<file path="config.mk">
export PLATFORM = sky130hd
export DESIGN_NAME = wb_stage
export DESIGN_NICKNAME = d
export VERILOG_FILES = /design/src/rtl/wb_stage.sv
export SDC_FILE = /design/constraint.sdc
export NUM_CORES = 1
export LEC_CHECK = 0
export CORE_ASPECT_RATIO = 2
export CORE_UTILIZATION = 50
export DETAILED_ROUTE_END_ITERATION = 10
export GPL_ROUTABILITY_DRIVEN = 1
export GPL_TIMING_DRIVEN = 0
export PLACE_DENSITY = 0.86
export SYNTH_ARGS = -nofsm -noshare
export SYNTH_HDL_FRONTEND = slang
export SYNTH_SLANG_ARGS = --single-unit
export TNS_END_PERCENT = 1
</file>
<file path="constraint.sdc">
create_clock -name clk -period 6.7 [get_ports clk]
set_clock_uncertainty 0.15 [all_clocks]
set_input_delay 1.005 -clock clk [delete_from_list [all_inputs] [get_ports clk]]
set_output_delay 1.005 -clock clk [all_outputs]
set_load 0.01 [all_outputs]
</file>
<file path="src/rtl/wb_stage.sv">
// MEM/WB pipeline register and writeback stage.
// Aligns loads, flags misaligned loads, drives the GPR write port once per instruction.
module wb_stage (
    input  logic        clk,
    input  logic        rst_n,
    input  logic        mem_valid,
    input  logic        mem_wb_en,
    input  logic [4:0]  mem_wb_addr,
    input  logic [31:0] mem_alu_out,
    input  logic        mem_is_load,
    input  logic [2:0]  mem_load_type,
    input  logic [31:0] mem_rdata,
    input  logic        wb_stall,
    input  logic        wb_flush,
    output logic        wb_valid,
    output logic        en_w,
    output logic [4:0]  addr_w,
    output logic [31:0] data_w,
    output logic        wb_exc_misalign,
    output logic [31:0] wb_badvaddr,
    output logic [31:0] instret
);

    logic        valid_q;
    logic        wb_en_q;
    logic [4:0]  wb_addr_q;
    logic [31:0] alu_out_q;
    logic        is_load_q;
    logic [2:0]  load_type_q;
    logic [31:0] rdata_q;
    logic        done_q;
    logic [31:0] instret_q;

    always_ff @(posedge clk) begin
        if (!rst_n) begin
            valid_q     <= 1'b0;
            wb_en_q     <= 1'b0;
            wb_addr_q   <= 5'd0;
            alu_out_q   <= 32'd0;
            is_load_q   <= 1'b0;
            load_type_q <= 3'd0;
            rdata_q     <= 32'd0;
            done_q      <= 1'b0;
        end else if (wb_flush) begin
            valid_q <= 1'b0;
            done_q  <= 1'b0;
        end else if (wb_stall) begin
            done_q <= valid_q;
        end else begin
            valid_q     <= mem_valid;
            wb_en_q     <= mem_wb_en;
            wb_addr_q   <= mem_wb_addr;
            alu_out_q   <= mem_alu_out;
            is_load_q   <= mem_is_load;
            load_type_q <= mem_load_type;
            rdata_q     <= mem_rdata;
            done_q      <= 1'b0;
        end
    end

    logic is_lb, is_lbu, is_lh, is_lhu, is_lw;

    assign is_lb  = (load_type_q == 3'b001);
    assign is_lbu = (load_type_q == 3'b010);
    assign is_lh  = (load_type_q == 3'b011);
    assign is_lhu = (load_type_q == 3'b100);
    assign is_lw  = !(is_lb | is_lbu | is_lh | is_lhu);

    logic [1:0]  boff;
    logic [7:0]  sel_byte;
    logic [15:0] sel_half;
    logic [31:0] aligned;
    logic        misaligned;

    assign boff     = alu_out_q[1:0];
    assign sel_byte = rdata_q[8*boff +: 8];
    assign sel_half = boff[1] ? rdata_q[31:16] : rdata_q[15:0];

    always_comb begin
        aligned    = rdata_q;
        misaligned = 1'b0;
        unique case (1'b1)
            is_lb:  aligned = {{24{sel_byte[7]}}, sel_byte};
            is_lbu: aligned = {24'd0, sel_byte};
            is_lh: begin
                aligned    = {{16{sel_half[15]}}, sel_half};
                misaligned = alu_out_q[0];
            end
            is_lhu: begin
                aligned    = {16'd0, sel_half};
                misaligned = alu_out_q[0];
            end
            is_lw:  misaligned = |alu_out_q[1:0];
            default: ;
        endcase
    end

    assign wb_valid        = valid_q;
    assign wb_exc_misalign = valid_q & is_load_q & misaligned;
    assign wb_badvaddr     = wb_exc_misalign ? alu_out_q : 32'd0;
    assign addr_w          = wb_addr_q;
    assign data_w          = is_load_q ? aligned : alu_out_q;
    assign en_w = valid_q & wb_en_q & (wb_addr_q != 5'd0)
                & !wb_exc_misalign & !done_q;

    // Retire on the edge the instruction leaves; a stall defers it to release.
    always_ff @(posedge clk) begin
        if (!rst_n)
            instret_q <= 32'd0;
        else if (!wb_flush && !wb_stall && valid_q && !wb_exc_misalign)
            instret_q <= instret_q + 32'd1;
    end

    assign instret = instret_q;

endmodule

</file>
==> impl_metrics.csv <==
group,metric,value,unit
floorplan,initial_utilization,51.70,%
worst_setup_path,arrival,3.38,ns
detailed_routing,dr.pass1.iters,5,
floorplan,die_w,77.23,um
power,pwr-share-seq,47.7,%
sta,max_slew_margin,31.41,%
run,maxCapViolations,0,
grt,grt.total_usage,34.32,%
power,comb_power_share,15.1,%
yosys,ys_top_cells_by_area,"dfxtp_1, nand2_1, a21boi_0",
worst_setup_path,start_kind,"flip-flop",
yosys,synth_commonest_cells,"nand2_1, dfxtp_1, a21boi_0",
placed_design,port_buffers,182,
detailed_routing,drt-total-wl,20180,um
worst_setup_path,crit_top_cell,"buf_2",
worst_setup_path,worst_path_largest_cell_delay,0.59,ns
yosys,async_flop_share,0,%
grt,grt_pass1_vias,6165,
floorplan,die_y,152.5,um
floorplan,pin_count,183,
detailed_routing,drt_iter0_drc,402,
placed_design,hpwl,15790,um
grt,grt_pass1_wl,31370,um
power,clkPwrFrac,37.2,%
cts,numCtsBuffers,9,
worst_setup_path,criticalPathCategory,"reg2out",
floorplan,die_area,0.01177,mm^2
power,power_density,179.6,mW/mm^2
yosys,yosys.area.top_type_share,38.20,%
cells_and_area,fill_cells,897,
yosys,synth_edf_count,0,
sta,finalSetupTns,0,ns
sta,period_share,67.72,%
detailed_routing,ant_nets,0,
yosys,syn_area_per_cell,7.689,um^2
grt,antenna_found_initial,1,
floorplan,core.rowCount,54,
yosys,syn-cell-area,0.005659,mm^2
sta,max_freq,0.2204,GHz
power,switching_share,26.52,%
yosys,synth_top_cell_by_area,"dfxtp_1",
worst_setup_path,cp.required,5.54,ns
sta,rsz0062_at_grt,"false",
detailed_routing,drc_errors,0,
power,p_sw,0.0003791,W
min_path,min_path_type,"reg2reg",
grt,grt_max_degree,19,
grt,gr-usage-met3,5.329,%
yosys,synth_cells,736,
cts,cts_root_buffer,"clkbuf_16",
grt,use_met2,64.73,%
placed_design,gp_congestion,0.9906,
power,peakVddDrop,0.0001351,V
yosys,synth_seq_area_share,38.20,%
worst_setup_path,cpMaxStageDelayCell,"clkdlybuf4s50_1",
cts,cts_hold_buf,0,
worst_setup_path,cp_max_fo,10,
yosys,yosysMostFrequentCell,"nand2_1",
sta,setup_viol,0,
yosys,yosys_warnings,0,
yosys,ys.flop_type,"dfxtp_1",
power,internal_power,0.001050,W
cells_and_area,area.growth.synth_to_final,40.66,%
yosys,syn_nets,816,
cts,worstSkewPairLatency,0.36,ns
sta,hold_viol,0,
yosys,ys_ff_latch,108,
grt,grtUsageMet1,32.91,%
grt,busiest_layer,"met2",
cts,htreeDepth,3,
power,power.total,0.001429,W
cts,clkSinkCount,108,
cts,cts_tree,"built",
outcome,status,"finished, final reports clean",
detailed_routing,vias_per_cell,5.774,
sta,layout_min_cycle_time,4.537,ns
sta,timing.final.max_slew_violations,0,
grt,grt_overflow,0,
worst_setup_path,end_kind,"primary output",
cts,cts_resized,0,
yosys,yosysUniqueCellTypes,61,
power,cellLeakagePower,2.746,nW
detailed_routing,vias,6213,
detailed_routing,wire_per_inst,18.76,um
worst_setup_path,crit_chain,"buf_2 > nor2_2 > a211oi_1 > nor3_1 > buf_2 > clkbuf_1 > and2_1 > clkdlybuf4s50_1",
sta,tightest_slew,1.020,ns
cells_and_area,fin_util,72.73,%
cts,postCtsSetupBuffers,0,
cells_and_area,nets,1010,
cts,cts_max_path_buffers,2,
cts,path_clk_slew,0.08,ns
floorplan,coreArea,0.01095,mm^2
cells_and_area,drive_gt1_share,3.636,%
[path summary, 6_finish.rpt]
check | startpoint | to | slack (ns) | cells after the start
worst max register to register | load_type_q[2]$_SDFFE_PN0P_ | instret[28]$_SDFFE_PN0P_ | 4.10 | 7
worst max-delay path | load_type_q[0]$_SDFFE_PN0P_ | wb_badvaddr[13] | 2.16 | 8
worst min-delay path | alu_out_q[6]$_SDFFE_PN0P_ | alu_out_q[6]$_SDFFE_PN0P_ | 0.32 | 2
worst min register to register | alu_out_q[6]$_SDFFE_PN0P_ | alu_out_q[6]$_SDFFE_PN0P_ | 0.32 | 2
[cells in the final DEF, fill, tap and decap left out, drive strengths merged, types with 4 or more instances in the layout]
cell	instances
o31ai	8
a21oi	33
nor2	38
nor4	13
nand4	10
mux2i	8
a21boi	91
a22oi	8
nand2	192
buf	10
inv	14
clkbuf	54
dfxtp	108
nor3	6
o21a	8
and3	4
nand3	13
or4	7
nand2b	7
o22ai	8
clkdlybuf4s50	182
and2	35
o221ai	6
o22a	5
o21ai	15
or3	10
xnor2	6
[power by group through the flow]
stage	Combinational [W]	Sequential (W)	Clock (W)
2_1_floorplan	0.000101	0.000689	0
3_3_place_gp	0.000210	0.000695	0
3_5_place_dp	0.000214	0.000696	0
4_1_cts	0.000215	0.000681	0.000531
5_1_grt	0.000234	0.000683	0.000555
6_report	0.000216	0.000682	0.000532
[cell families (layout without fill, tap and decap cells)]
family	count (synthesis)	after routing	synth area share, %
muxes	8	8	1.415
DFF	108	108	38.20
adders and majority gates	1	1	0.2211
and+or+nand+nor	347	347	29.16
buffers and inverters	63	262	4.444
xor gates and xnor gates	7	7	1.083
other	0	1	0
AOI/OAI and AO/OA	202	202	25.47
[registers in the layout (all words and copies together) (netlist names)]
name,flops
alu_out_q,32
instret,32
rdata_q,32
addr_w,5
load_type_q,3
done_q,1
is_load_q,1
wb_en_q,1
wb_valid,1
[final cells by class]
class / count / area, um^2 / area share (%)
clock inverters: 4 / 40.04 / 0.5030
multi-input cells: 565 / 3246 / 40.77
flip-flops and latches: 108 / 2162 / 27.16
clock buffers: 12 / 256.5 / 3.222
well taps: 140 / 175.2 / 2.201
inverters: 12 / 45.04 / 0.5659
diodes: 1 / 2.502 / 0.03144
plain buffers: 51 / 206.4 / 2.594
repair buffers: 183 / 1827 / 22.95
[stage by stage]
stage	cell area (um^2)	hold WS [ns]	setup slack (ns)	cells
after detailed placement	7656	0.3116	2.304	1058
after global placement	7656	0.3058	2.341	1058
after floorplan	5659	0.2933	3.699	736
after global routing	7960	0.3438	2.019	1076
after CTS	7953	0.3216	1.928	1074
final	7960	0.3225	2.163	1076
[per-layer routing]
| metal | vias to the layer above | share of wire (%) |
|---|---|---|
| li1 | 2977 | - |
| met1 | 2889 | 35 |
| met2 | 267 | 54 |
| met3 | 80 | 4.7 |
| met4 | 0 | 6.7 |
| met5 | - | 0 |
[worst max-delay path: cells and delay by family (launching register included)]
family,cells,cell delay (ns)
AOI/OAI and AO/OA,1,0.19
DFF,1,0.35
buffers and inverters,4,1.46
and+or+nand+nor,3,1.04
Note: power is estimated with default switching activity, not from simulation.
